$ cat src/rtl/hyperram_pkg.sv
// Shared types and constants for the Wishbone-to-hyperram request bridge.
package hyperram_pkg;

  typedef enum logic [2:0] {
    StIdle,
    StIssue,
    StWaitStart,
    StWaitDone,
    StResp,
    StDrain
  } state_e;

  localparam int unsigned LatencyWidth  = 6;
  localparam int unsigned CsrWaitLsb    = 0;
  localparam int unsigned CsrDoneLsb    = 8;
  localparam int unsigned CsrTimeoutBit = 16;

  localparam logic [LatencyWidth-1:0] DefaultWaitLatency = 6'd6;
  localparam logic [LatencyWidth-1:0] DefaultDoneLatency = 6'd2;

  // CSR lives immediately above the memory window.
  localparam logic [31:0] DefaultCsrOffset = 32'h0080_0000;

  function automatic logic [31:0] csr_pack(input logic [LatencyWidth-1:0] wait_lat,
                                           input logic [LatencyWidth-1:0] done_lat,
                                           input logic                    timeout_flag);
    logic [31:0] img;
    img = '0;
    img[CsrWaitLsb +: LatencyWidth] = wait_lat;
    img[CsrDoneLsb +: LatencyWidth] = done_lat;
    img[CsrTimeoutBit]              = timeout_flag;
    return img;
  endfunction

endpackage

$ cat src/rtl/hyperram_csr.sv
// Latency/status register: byte-masked writes, sticky write-1-to-clear timeout flag.
module hyperram_csr
  import hyperram_pkg::*;
#(
  parameter logic [LatencyWidth-1:0] DEFAULT_WAIT_LATENCY = DefaultWaitLatency,
  parameter logic [LatencyWidth-1:0] DEFAULT_DONE_LATENCY = DefaultDoneLatency
) (
  input  logic                    clk,
  input  logic                    rst,
  input  logic                    wr_en,
  input  logic [31:0]             wr_data,
  input  logic [3:0]              wr_sel,
  input  logic                    set_timeout,
  output logic [31:0]             rd_data,
  output logic [LatencyWidth-1:0] wait_latency,
  output logic [LatencyWidth-1:0] done_latency
);

  logic [LatencyWidth-1:0] wait_q, wait_d;
  logic [LatencyWidth-1:0] done_q, done_d;
  logic                    flag_q, flag_d;

  always_comb begin
    wait_d = wait_q;
    done_d = done_q;
    flag_d = flag_q;
    if (wr_en) begin
      if (wr_sel[0]) wait_d = wr_data[CsrWaitLsb +: LatencyWidth];
      if (wr_sel[1]) done_d = wr_data[CsrDoneLsb +: LatencyWidth];
      if (wr_sel[2] && wr_data[CsrTimeoutBit]) flag_d = 1'b0;
    end
    if (set_timeout) flag_d = 1'b1;
  end

  always_ff @(posedge clk or posedge rst) begin
    if (rst) begin
      wait_q <= DEFAULT_WAIT_LATENCY;
      done_q <= DEFAULT_DONE_LATENCY;
      flag_q <= 1'b0;
    end else begin
      wait_q <= wait_d;
      done_q <= done_d;
      flag_q <= flag_d;
    end
  end

  assign rd_data      = csr_pack(wait_q, done_q, flag_q);
  assign wait_latency = wait_q;
  assign done_latency = done_q;

endmodule

$ cat src/rtl/hyperram_wb_bridge.sv
// Wishbone classic slave that turns each memory cycle into one hyperram transaction,
// with a latency/status CSR and a watchdog so a hung controller cannot stall the bus.
module hyperram_wb_bridge
  import hyperram_pkg::*;
#(
  parameter logic [31:0] BASE_ADDR            = 32'h3000_0000,
  parameter logic [31:0] MEM_BYTES            = DefaultCsrOffset,
  parameter int unsigned DEFAULT_WAIT_LATENCY = 6,
  parameter int unsigned DEFAULT_DONE_LATENCY = 2,
  parameter int unsigned TIMEOUT_CYCLES       = 255
) (
  input  logic        clk,
  input  logic        rst,
  input  logic        wbs_cyc_i,
  input  logic        wbs_stb_i,
  input  logic        wbs_we_i,
  input  logic [3:0]  wbs_sel_i,
  input  logic [31:0] wbs_adr_i,
  input  logic [31:0] wbs_dat_i,
  output logic        wbs_ack_o,
  output logic        wbs_err_o,
  output logic [31:0] wbs_dat_o,
  output logic        hr_transaction_begin,
  output logic [31:0] hr_address,
  output logic        hr_write_enable,
  output logic [3:0]  hr_write_mask,
  output logic [31:0] hr_data_in,
  output logic [5:0]  hr_wait_latency,
  output logic [5:0]  hr_done_latency,
  input  logic        hr_busy,
  input  logic        hr_read_valid,
  input  logic [31:0] hr_read_data
);

  localparam logic [31:0] CsrAddr     = BASE_ADDR + MEM_BYTES;
  localparam logic [7:0]  TimeoutLast = 8'(TIMEOUT_CYCLES - 1);

  state_e      state_q, state_d;
  logic [31:0] addr_q, addr_d, wdata_q, wdata_d, rdata_q, rdata_d;
  logic [31:0] csr_rdata_q, csr_rdata_d;
  logic        we_q, we_d;
  logic [3:0]  mask_q, mask_d;
  logic [7:0]  cnt_q, cnt_d;
  logic        busy_seen_q, busy_seen_d;
  logic        csr_ack_q, csr_ack_d, addr_err_q, addr_err_d;
  logic        req, mem_hit, csr_hit, csr_wr, cnt_expired, timeout_hit;
  logic [31:0] offset, csr_rd_data;

  // A request still held during its own ack/err cycle must not be decoded twice.
  assign req         = wbs_cyc_i & wbs_stb_i & ~csr_ack_q & ~addr_err_q;
  assign mem_hit     = (wbs_adr_i >= BASE_ADDR) && (wbs_adr_i < CsrAddr);
  assign csr_hit     = (wbs_adr_i == CsrAddr);
  assign csr_wr      = (state_q == StIdle) & req & csr_hit & wbs_we_i;
  assign offset      = wbs_adr_i - BASE_ADDR;
  assign cnt_expired = (cnt_q == TimeoutLast);

  always_comb begin
    state_d     = state_q;
    addr_d      = addr_q;
    wdata_d     = wdata_q;
    rdata_d     = rdata_q;
    we_d        = we_q;
    mask_d      = mask_q;
    cnt_d       = cnt_q;
    busy_seen_d = busy_seen_q;
    csr_ack_d   = 1'b0;
    addr_err_d  = 1'b0;
    csr_rdata_d = '0;
    timeout_hit = 1'b0;

    // Watchdog saturates; it also bounds DRAIN when an aborted request never saw busy.
    if (state_q inside {StWaitStart, StWaitDone, StDrain}) begin
      if (!cnt_expired) cnt_d = cnt_q + 8'd1;
      if (hr_busy) busy_seen_d = 1'b1;
    end

    unique case (state_q)
      StIdle: begin
        if (req) begin
          if (mem_hit) begin
            state_d = StIssue;
            addr_d  = {offset[31:2], 2'b00};
            we_d    = wbs_we_i;
            mask_d  = wbs_we_i ? ~wbs_sel_i : 4'hF;
            wdata_d = wbs_dat_i;
            rdata_d = '0;
          end else if (csr_hit) begin
            csr_ack_d = 1'b1;
            if (!wbs_we_i) csr_rdata_d = csr_rd_data;
          end else begin
            addr_err_d = 1'b1;
          end
        end
      end
      StIssue: begin
        cnt_d       = '0;
        busy_seen_d = 1'b0;
        state_d     = wbs_cyc_i ? StWaitStart : StDrain;
      end
      StWaitStart: begin
        if (!wbs_cyc_i) begin
          state_d = StDrain;
        end else if (hr_busy) begin
          state_d = StWaitDone;
        end else if (cnt_expired) begin
          timeout_hit = 1'b1;
          state_d     = StDrain;
        end
      end
      StWaitDone: begin
        if (hr_read_valid) rdata_d = hr_read_data;
        if (!wbs_cyc_i) begin
          state_d = StDrain;
        end else if (!hr_busy) begin
          state_d = StResp;
        end else if (cnt_expired) begin
          timeout_hit = 1'b1;
          state_d     = StDrain;
        end
      end
      StResp:  state_d = StIdle;
      StDrain: if (!hr_busy && (busy_seen_q || cnt_expired)) state_d = StIdle;
      default: state_d = StIdle;
    endcase
  end

  always_ff @(posedge clk or posedge rst) begin
    if (rst) begin
      state_q     <= StIdle;
      addr_q      <= '0;
      wdata_q     <= '0;
      rdata_q     <= '0;
      we_q        <= 1'b0;
      mask_q      <= '0;
      cnt_q       <= '0;
      busy_seen_q <= 1'b0;
      csr_ack_q   <= 1'b0;
      addr_err_q  <= 1'b0;
      csr_rdata_q <= '0;
    end else begin
      state_q     <= state_d;
      addr_q      <= addr_d;
      wdata_q     <= wdata_d;
      rdata_q     <= rdata_d;
      we_q        <= we_d;
      mask_q      <= mask_d;
      cnt_q       <= cnt_d;
      busy_seen_q <= busy_seen_d;
      csr_ack_q   <= csr_ack_d;
      addr_err_q  <= addr_err_d;
      csr_rdata_q <= csr_rdata_d;
    end
  end

  hyperram_csr #(
    .DEFAULT_WAIT_LATENCY(6'(DEFAULT_WAIT_LATENCY)),
    .DEFAULT_DONE_LATENCY(6'(DEFAULT_DONE_LATENCY))
  ) u_csr (
    .clk         (clk),
    .rst         (rst),
    .wr_en       (csr_wr),
    .wr_data     (wbs_dat_i),
    .wr_sel      (wbs_sel_i),
    .set_timeout (timeout_hit),
    .rd_data     (csr_rd_data),
    .wait_latency(hr_wait_latency),
    .done_latency(hr_done_latency)
  );

  assign hr_transaction_begin = (state_q == StIssue);
  assign hr_address           = addr_q;
  assign hr_write_enable      = we_q;
  assign hr_write_mask        = mask_q;
  assign hr_data_in           = wdata_q;
  assign wbs_ack_o            = (state_q == StResp) | csr_ack_q;
  assign wbs_err_o            = addr_err_q | timeout_hit;
  assign wbs_dat_o            = (state_q == StResp && !we_q) ? rdata_q : csr_rdata_q;

endmodule
$ cat config.mk
export PLATFORM = sky130hd
export DESIGN_NAME = hyperram_wb_bridge
export DESIGN_NICKNAME = d
export VERILOG_FILES = /design/src/rtl/hyperram_pkg.sv /design/src/rtl/hyperram_csr.sv /design/src/rtl/hyperram_wb_bridge.sv
export SDC_FILE = /design/constraint.sdc
export NUM_CORES = 1
export LEC_CHECK = 0
export ABC_AREA = 1
export CAP_MARGIN = 20
export CELL_PAD_IN_SITES_DETAIL_PLACEMENT = 1
export CELL_PAD_IN_SITES_GLOBAL_PLACEMENT = 1
export CORE_ASPECT_RATIO = 0.75
export CORE_UTILIZATION = 33
export DETAILED_ROUTE_END_ITERATION = 6
export PLACE_DENSITY = 0.84
export SLEW_MARGIN = 20
export SYNTH_ARGS = -nofsm -noshare
export SYNTH_HDL_FRONTEND = slang
export SYNTH_SLANG_ARGS = --single-unit
$ cat constraint.sdc
create_clock -name clk -period 5.3 [get_ports clk]
set_input_delay 0.53 -clock clk [delete_from_list [all_inputs] [get_ports clk]]
set_output_delay 0.53 -clock clk [all_outputs]
set_load 0.05 [all_outputs]
==> impl_metrics.env, run 1 <==
export IMPL_stdcell_count=1314
export IMPL_fin_crit_sh_pct=63.93
export IMPL_hold_viol_final=0
export IMPL_postCtsHoldBufs=0
export IMPL_yosysTopAreaCellShare_pct=50.99
export IMPL_hp_class="reg2reg"
export IMPL_endpoint_kind="output port"
export IMPL_timing_final_ws_setup_ps=1912
export IMPL_htree_levels=4
export IMPL_critPathMaxFanout=34
export IMPL_wire_per_inst_um=15.35
export IMPL_die_y_um=125.2
export IMPL_worst_clock_skew_ps=17.58
export IMPL_grt_max_degree=77
export IMPL_clk_pin_slew_worst_paths_ps=70
export IMPL_critPathKind="reg2out"
export IMPL_die_w_um=166.2
export IMPL_grt_ovfl_total=0
export IMPL_vdd_drop_max_uv=210.6
export IMPL_syn_area_um2=6674
export IMPL_cp_required_ps=4770
export IMPL_fin_tns_setup_ps=0
export IMPL_antenna_cells=0
export IMPL_cts_sinks=139
export IMPL_dieArea_um2=20800
export IMPL_port_buffers=220
export IMPL_worstPathArrival_ps=2860
export IMPL_cts_root_buf="clkbuf_16"
export IMPL_postCtsSetupBuffers=0
export IMPL_setup_viol=0
export IMPL_placed_cells=1281
export IMPL_outcome="complete, but fails checks"
export IMPL_seq_area_frac_synth_pct=52.17
export IMPL_finalPower_w=0.004595
export IMPL_drt_total_wl_um=20180
export IMPL_pre_cts_ws_ps=1994
export IMPL_vias=6091
export IMPL_fmax_mhz=295.1
export IMPL_rsz0062_at_grt="no"
export IMPL_drtAntennaViolNets=0
export IMPL_nNetsFinal=1158
export IMPL_ys_seq_elements=139
export IMPL_drc=7
export IMPL_place_congestion=0.8716
export IMPL_power_density_nw_per_um2=478.4
export IMPL_synth_cell_type_count=34
export IMPL_finalCoreUtilization_pct=49.01
export IMPL_firstDrtPassIters=6
export IMPL_clk_path_buf_depth=2
export IMPL_p_leak_nw=4.841
export IMPL_core_area_um2=19600
export IMPL_cts_resized=0
export IMPL_grt_pass1_wl_um=33650
export IMPL_ios=223
export IMPL_worst_pin_slew_ps=700.3
export IMPL_syn_avg_cell_area_um2=7.964
export IMPL_cts_tree="built"
export IMPL_yosysTopAreaCell="dfrtp_1"
export IMPL_hpwl_um=14670
export IMPL_area_growth_pct=43.93
export IMPL_critPathLaunchType="flip-flop"
export IMPL_grt_pass1_vias=6540
export IMPL_violations="design-rule violations"
export IMPL_rows=44
export IMPL_slew_viol_final=0
export IMPL_drive_above_1_share_pct=6.692
export IMPL_period_needed_ps=3388
export IMPL_synth_warnings=0
export IMPL_start_util_pct=34.05
export IMPL_grt_antenna_before_repair=0
export IMPL_slew_headroom_pct=53.31
export IMPL_drt_first_iter_violations=219
export IMPL_synthTopCellsByArea="dfrtp_1, nand2_1, inv_1"
export IMPL_cts_buffers=17
export IMPL_clock_latency_ps=430
export IMPL_maxCapViolations=0
export IMPL_syn_inst=838
export IMPL_via_per_inst=4.635
export IMPL_track_usage_pct=20.41
==> per-layer routing <==
layer  wire length [µm]  track usage, %  part of all wire [%]  vias up
li1                   -               -                     -     2967
met1               9214           26.03                    46     2963
met2               9275           33.31                    46      147
met3               1481           7.123                   7.3       14
met4                204           4.739                   1.0        0
met5                  0               0                     0        -
==> worst max-delay path, cell delays in order (launching register included) <==
cell and delay (ps):
dfrtp_1 440, nor2_2 210, nand2_2 390, inv_1 180
nand2_1 90, a21oi_1 130, nand3_1 110, nand2_1 80
clkdlybuf4s50_1 810
==> cell usage in the layout, fill, tap and decap left out, types with 3 or more instances in the layout <==
cell type	count
inv_1	160
o21ai_1	26
nand4_1	4
nand2_2	3
buf_4	7
nor2_2	5
inv_8	4
inv_6	5
dfrtp_1	136
dfstp_2	3
clkdlybuf4s50_1	220
a21oi_1	7
nor3_1	4
o21ai_0	57
ha_1	3
nor2_1	103
clkbuf_16	17
mux2_2	13
nand3_1	78
nand2_1	180
xor2_1	3
==> cells by family after synthesis <==
| logic type | Yosys count | share of synthesized area [%] |
|---|---|---|
| XOR/XNOR | 3 | 0.3938 |
| AND/OR/NAND/NOR | 382 | 24.00 |
| adder cells (fa/ha/maj) | 3 | 0.5625 |
| buffers and inverters | 201 | 13.20 |
| other | 1 | 0.05619 |
| flip-flops | 139 | 52.17 |
| AO/OA/AOI/OAI | 96 | 7.424 |
| multiplexers | 13 | 2.193 |
==> state kept, by name (all words and copies together) (netlist names) <==
register and flops:
hr_data_in 32, rdata_q 32, hr_address 30, csr_rdata_q 13, cnt_q 8, u_csr.done_latency 6, u_csr.wait_latency 6, hr_write_mask 4
state_q 3, addr_err_q 1, busy_seen_q 1, csr_ack_q 1, hr_write_enable 1, u_csr.flag_q 1
==> cell usage after synthesis <==
| library cell | instances |
|---|---|
| xor2_1 | 3 |
| a211oi_1 | 1 |
| o21ai_1 | 26 |
| dfstp_2 | 3 |
| nor3_4 | 1 |
| o22ai_1 | 1 |
| conb_1 | 1 |
| inv_1 | 161 |
| mux2_2 | 13 |
| buf_1 | 3 |
| nand2_2 | 2 |
| and2_1 | 1 |
| or2_1 | 1 |
| buf_4 | 7 |
| buf_6 | 12 |
| nor2_2 | 5 |
| ha_1 | 3 |
| o21ai_0 | 57 |
| buf_2 | 8 |
| inv_2 | 2 |
| nand4_1 | 4 |
| nor3_1 | 4 |
| o211ai_1 | 1 |
| nand2_1 | 181 |
| or2_2 | 1 |
| dfrtp_1 | 136 |
| o21bai_1 | 1 |
| a21oi_1 | 7 |
| clkbuf_1 | 8 |
| nor2_1 | 103 |
| a21oi_2 | 1 |
| nand4_4 | 1 |
| nand3_1 | 78 |
| o31ai_1 | 1 |
==> stage by stage <==
step,hold slack [ps],instance area [µm²]
detailed placement,463.0,8985
global placement,450.3,8985
CTS,481.3,9588
floorplan,463.2,6678
global route,510.5,9605
finish,473.7,9605
==> area by class of cell <==
type | instances | area (µm²)
clock buffers | 17 | 425.4
multi-input cells | 499 | 2317
well taps | 253 | 316.6
fillers | 2381 | 9993
clock inverters | 15 | 177.7
inverters | 163 | 616.8
repair buffers | 228 | 2270
flip-flops and latches | 139 | 3482
==> final timing paths <==
kind	start	slack, ps	depth (start not counted)	to
max in group asynchronous	rst	3680	3	u_csr.done_latency[1]$_DFFE_PP1P_
max	state_q[2]$_DFFE_PP0P_	1910	8	wbs_err_o
min reg2reg	hr_address[27]$_DFFE_PP0P_	470	2	hr_address[27]$_DFFE_PP0P_
min in group asynchronous	rst	620	2	hr_data_in[20]$_DFFE_PP0P_
min	hr_address[27]$_DFFE_PP0P_	470	2	hr_address[27]$_DFFE_PP0P_
max reg2reg	state_q[0]$_DFFE_PP0P_	2940	7	hr_data_in[1]$_DFFE_PP0P_
==> power breakdown <==
| part | switching (W) | total, W | internal (W) |
|---|---|---|---|
| logic | 0.00126 | 0.00188 | 0.000615 |
| clock network | 0.000514 | 0.00123 | 0.000712 |
| registers | 0.000164 | 0.00149 | 0.00133 |
| total | 0.00194 | 0.00460 | 0.00266 |
(Power assumes the default switching activity.)
==> run 2: changes to the inputs <==
==> constraint.sdc (replaced) <==
create_clock -name clk -period 3.3 [get_ports clk]
set_input_delay 0.33 -clock clk [delete_from_list [all_inputs] [get_ports clk]]
set_output_delay 0.33 -clock clk [all_outputs]
set_load 0.05 [all_outputs]
==> run 2 against run 1 <==
  * The run still ends with design-rule violations left
  * Core utilization hardly changed
  * Largest cell class unchanged
  * Sequential share of layout area is essentially flat
  * Sequential power increased by 61%
  * Die area did not move
==> impl_metrics.env, run 2 (synthesized netlist as in run 1, its figures left out) <==
export IMPL_outcome="complete, but fails checks"
export IMPL_violations="design-rule violations"
export IMPL_clk_pin_slew_worst_paths_ps=60
export IMPL_hp_class="in2async"
export IMPL_die_w_um=166.2
export IMPL_period_needed_ps=3151
export IMPL_dieArea_um2=20800
export IMPL_area_growth_pct=44.04
export IMPL_crit_slowest_cell="clkdlybuf4s50_1"
export IMPL_cp_required_ps=2970
export IMPL_drc=7
export IMPL_track_usage_pct=20.77
export IMPL_fin_tns_setup_ps=0
export IMPL_final_cell_mix="clkdlybuf4s50_1, nand2_1, inv_1, dfrtp_1, nor2_1"
export IMPL_cts_buffers=17
export IMPL_setup_viol=0
export IMPL_critPathKind="reg2out"
export IMPL_clk_path_buf_depth=2
export IMPL_cts_tree="built"
export IMPL_antenna_cells=0
export IMPL_drt_total_wl_um=20620
export IMPL_die_y_um=125.2
export IMPL_grt_pass1_vias=6420
export IMPL_start_util_pct=34.05
export IMPL_wire_per_inst_um=15.63
export IMPL_drtAntennaViolNets=0
export IMPL_clock_latency_ps=420
export IMPL_worst_clock_skew_ps=8.208
export IMPL_fin_crit_sh_pct=95.48
export IMPL_drive_above_1_share_pct=7.036
export IMPL_critPathLaunchType="flip-flop"
export IMPL_multi_input_area_um2=2315
export IMPL_port_buffers=220
export IMPL_rows=44
export IMPL_firstDrtPassIters=6
export IMPL_slowest_delay_ps=820
export IMPL_cts_root_buf="clkbuf_16"
export IMPL_ios=223
export IMPL_rsz0062_at_grt="no"
export IMPL_path_buf_inv=2
export IMPL_crit_chain="nor2_2 -> nand2_1 -> or2_2 -> buf_4 -> nor2_1 -> clkdlybuf4s50_1"
export IMPL_slew_headroom_pct=52.26
export IMPL_stdcell_count=1319
export IMPL_final_common_cell="clkdlybuf4s50_1"
export IMPL_via_per_inst=4.590
export IMPL_critPathMaxFanout=21
export IMPL_endpoint_kind="output port"
export IMPL_seqCellArea_um2=3482
export IMPL_hold_viol_final=0
export IMPL_critical_path_top_delay_family="buffers and inverters"
export IMPL_hpwl_um=15300
export IMPL_placed_cells=1287
export IMPL_drt_first_iter_violations=319
export IMPL_maxCapViolations=0
export IMPL_slew_viol_final=0
export IMPL_power_density_nw_per_um2=748.5
export IMPL_place_congestion=0.8025
export IMPL_vdd_drop_max_uv=362.4
export IMPL_fmax_mhz=317.4
export IMPL_postCtsSetupBuffers=0
export IMPL_worst_pin_slew_ps=714.4
export IMPL_worstPathArrival_ps=2820
export IMPL_p_leak_nw=4.841
export IMPL_grt_ovfl_total=0
export IMPL_core_area_um2=19600
export IMPL_grt_pass1_wl_um=34130
export IMPL_nNetsFinal=1163
export IMPL_vias=6054
export IMPL_htree_levels=4
export IMPL_grt_antenna_before_repair=0
export IMPL_grt_max_degree=74
export IMPL_fillCellCount=2347
export IMPL_cts_sinks=139
run 2: report_power, final:
| group | internal (W) | switching (W) |
|---|---|---|
| clock network | 0.000986 | 0.000783 |
| logic | 0.000992 | 0.00203 |
| registers | 0.00214 | 0.000266 |
| total | 0.00412 | 0.00308 |
run 2: final timing paths:
kind	from	to	slack, ps	cells after the start
worst max-delay path	state_q[0]$_DFFE_PP0P_	wbs_dat_o[27]	150	6
worst min-delay path	rst	rdata_q[29]$_DFFE_PP0P_	370	2
worst max register to register	state_q[0]$_DFFE_PP0P_	hr_address[7]$_DFFE_PP0P_	1110	8
worst min register to register	hr_address[23]$_DFFE_PP0P_	hr_address[23]$_DFFE_PP0P_	480	2
max in group asynchronous	rst	u_csr.done_latency[1]$_DFFE_PP1P_	2080	3
min in group clk	wbs_dat_i[15]	hr_data_in[15]$_DFFE_PP0P_	460	3
run 2: worst reg2reg max path, cell delays in order (launching register included):
cell	delay [ps]
dfrtp_1	420
nor2_2	150
nand2_1	140
inv_1	180
nand4_4	450
buf_12	370
buf_12	210
nand2_1	90
o21ai_1	70
run 2: cell type report:
type	instances	area share, %
Inverter	163	6.404
Timing Repair Buffer	233	24.40
Clock inverter	12	0.9501
Tap cell	253	3.293
Multi-Input combinational cell	499	24.08
Clock buffer	20	4.647
Sequential cell	139	36.22
run 2: per-layer routing:
metal  wire (µm)  vias up  track usage, %  share of wire, %
li1            -     2981               -                 -
met1        9471     2911           26.82                46
met2        9405      143           33.71                46
met3        1488       19           6.489               7.2
met4         257        0           5.664               1.2
met5           0        -               0                 0
run 2: what timing repair did:
action                     4_1_cts  5_1_grt
gates resized for setup          1        1
setup endpoints to repair        1       23
pin swaps                        0        0
hold buffers                     0        0
run 2: per-stage QoR:
step                cell area [µm²]  worst slack, ps  hold WS (ps)  total power, W  utilization (%)
detailed placement             9076            447.1         461.0        0.005474            46.31
CTS                            9613            1.069         385.7        0.007267            49.05
global route                   9613            3.679         416.3        0.007593            49.05
finish                         9613            149.2         373.1        0.007195            49.05
global placement               9076            419.8         455.4        0.005395            46.31
floorplan                      6681             1005         441.8        0.004370                -
==> run 3: changes to the inputs <==
--- a/config.mk
+++ b/config.mk
@@ -9,7 +9,8 @@
 export CAP_MARGIN = 20
 export CELL_PAD_IN_SITES_DETAIL_PLACEMENT = 1
 export CELL_PAD_IN_SITES_GLOBAL_PLACEMENT = 1
-export CORE_ASPECT_RATIO = 0.75
+export CORE_ASPECT_RATIO = 0.5
+export CORE_MARGIN = 4
 export CORE_UTILIZATION = 33
 export DETAILED_ROUTE_END_ITERATION = 6
 export PLACE_DENSITY = 0.84
==> run 3 against run 2 <==
  * The flow now finishes without violations
  * Core utilization up 0.10 points
  * Combinational power about the same
  * Die area up 9.1%
  * Clock power up 12%
  * Maximum frequency up 0.92%
  * Final area up 0.42%
  * Via count up 3.7%
  * Power up 3.5%
  * Critical path depth unchanged
  * Sequential cell count unchanged
  * Critical endpoint is now wbs_dat_o[26]
  * Largest cell class unchanged
==> impl_metrics.env, run 3 (synthesized netlist as in run 1, its figures left out) <==
export IMPL_outcome="finished clean"
export IMPL_final_cell_mix="clkdlybuf4s50_1, nand2_1, inv_1, dfrtp_1, nor2_1"
export IMPL_via_per_inst=4.718
export IMPL_finalPower_w=0.007446
export IMPL_worst_pin_slew_ps=792.4
export IMPL_area_growth_pct=44.64
export IMPL_holdWs_ps=388.9
export IMPL_drtAntennaViolNets=0
export IMPL_vias=6280
export IMPL_critPathKind="reg2out"
export IMPL_hold_viol_final=0
export IMPL_regToRegStartpoint="state_q[1]$_DFFE_PP0P_"
export IMPL_cts_sinks=139
export IMPL_rsz0062_at_grt="no"
export IMPL_setup_viol=0
export IMPL_final_common_cell="clkdlybuf4s50_1"
export IMPL_power_density_nw_per_um2=771.3
export IMPL_nNetsFinal=1161
export IMPL_p_leak_nw=4.849
export IMPL_reg2reg_to="rdata_q[6]$_DFFE_PP0P_"
export IMPL_drt_total_wl_um=22190
export IMPL_firstDrtPassIters=4
export IMPL_clk_pin_slew_worst_paths_ps=70
export IMPL_cts_tree="built"
export IMPL_dieArea_um2=22700
export IMPL_htree_levels=4
export IMPL_grt_pass1_wl_um=35690
export IMPL_wire_per_inst_um=16.67
export IMPL_maxCapViolations=0
export IMPL_grt_antenna_before_repair=1
export IMPL_port_buffers=220
export IMPL_rows=36
export IMPL_period_needed_ps=3122
export IMPL_rrSetupSlack_ps=1040
export IMPL_slew_headroom_pct=47.06
export IMPL_vdd_drop_max_uv=370.0
export IMPL_drt_first_iter_violations=237
export IMPL_ios=223
export IMPL_grt_pass1_vias=6853
export IMPL_place_congestion=0.8093
export IMPL_grt_max_degree=56
export IMPL_grt_ovfl_total=0
export IMPL_drive_above_1_share_pct=7.143
export IMPL_track_usage_pct=19.72
export IMPL_drc=0
export IMPL_critPathMaxFanout=20
export IMPL_fillCellCount=2368
export IMPL_endpoint_kind="output port"
export IMPL_clk_path_buf_depth=2
export IMPL_die_w_um=209.1
export IMPL_worstPathArrival_ps=2790
export IMPL_start_util_pct=33.98
export IMPL_slew_viol_final=0
export IMPL_hp_class="in2async"
export IMPL_clock_latency_ps=420
export IMPL_fin_crit_sh_pct=94.61
export IMPL_finalCoreUtilization_pct=49.15
export IMPL_hpwl_um=16150
export IMPL_cts_root_buf="clkbuf_16"
export IMPL_reg2regPathDepth=7
export IMPL_postCtsSetupBuffers=0
export IMPL_fmax_mhz=320.3
export IMPL_critPathLaunchType="flip-flop"
export IMPL_die_y_um=108.6
export IMPL_worst_clock_skew_ps=10.34
export IMPL_core_area_um2=19640
export IMPL_cp_required_ps=2970
export IMPL_fin_tns_setup_ps=0
export IMPL_cts_buffers=17
==> run 3: cell types whose count changed in the layout (fill, tap and decap cells not counted), sizes merged, moves of 2 or more <==
| cell | change |
|---|---|
| clkinv | -4 |
| inv | +5 |
| clkbuf | -3 |
| bufinv | +2 |
==> run 3: layout make-up <==
cell class | instances | area (µm²) | area share (%)
antenna | 1 | 2.502 | 0.02592
clock inverter | 15 | 175.2 | 1.815
clock buffer | 17 | 425.4 | 4.407
sequential | 139 | 3482 | 36.07
multi-input combinational | 499 | 2315 | 23.98
tap | 266 | 332.8 | 3.448
timing repair buffer | 231 | 2305 | 23.88
inverter | 163 | 615.6 | 6.377
==> run 3: layer usage <==
metal | vias up | global-route usage, % | wire length (µm)
met1 | 3111 | 22.96 | 9089
met4 | 0 | 8.888 | 723
li1 | 2978 | - | -
met5 | - | 0 | 0
met2 | 147 | 35.46 | 11460
met3 | 44 | 4.232 | 915
==> run 3: stage by stage <==
step                      area, µm²  std cells  setup WS, ps
after global placement         9050       1298         567.5
final                          9653       1331         177.9
after global routing           9653       1331         29.53
after CTS                      9651       1330         43.67
after floorplan                6681        839          1005
after detailed placement       9050       1298         496.5
==> run 3: how the worst max path moves through the flow <==
stage / startpoint / to / slack, ps / cells past startpoint
after floorplan: hr_write_enable$_DFFE_PP0P_ / wbs_dat_o[21] / 1010 / 5
after global placement: state_q[0]$_DFFE_PP0P_ / wbs_dat_o[25] / 570 / 6
after detailed placement: wbs_adr_i[5] / rdata_q[4]$_DFFE_PP0P_ / 500 / 12
after CTS: state_q[1]$_DFFE_PP0P_ / wbs_dat_o[24] / 40 / 6
after global routing: state_q[1]$_DFFE_PP0P_ / wbs_dat_o[21] / 30 / 6
final: state_q[1]$_DFFE_PP0P_ / wbs_dat_o[26] / 180 / 6
==> run 3: worst max-delay path, cell delays in order, from the launching register on <==
cell,delay (ps)
dfrtp_1,420
nor2_2,160
nand2_1,90
or2_2,480
buf_4,270
nor2_1,120
clkdlybuf4s50_1,810
==> run 3: what timing repair did <==
item / CTS / global route
hold endpoints to repair: 0 / 0
gates resized for setup: 0 / 1
endpoints found under the setup margin: 0 / 14
hold buffers: 0 / 0
==> run 3: report_power, final <==
group          internal [W]  switching, W  leakage, nW
sequential          0.00214      0.000283         1.79
combinational      0.000981       0.00206         2.78
clock               0.00114      0.000845        0.279
total               0.00426       0.00319         4.85
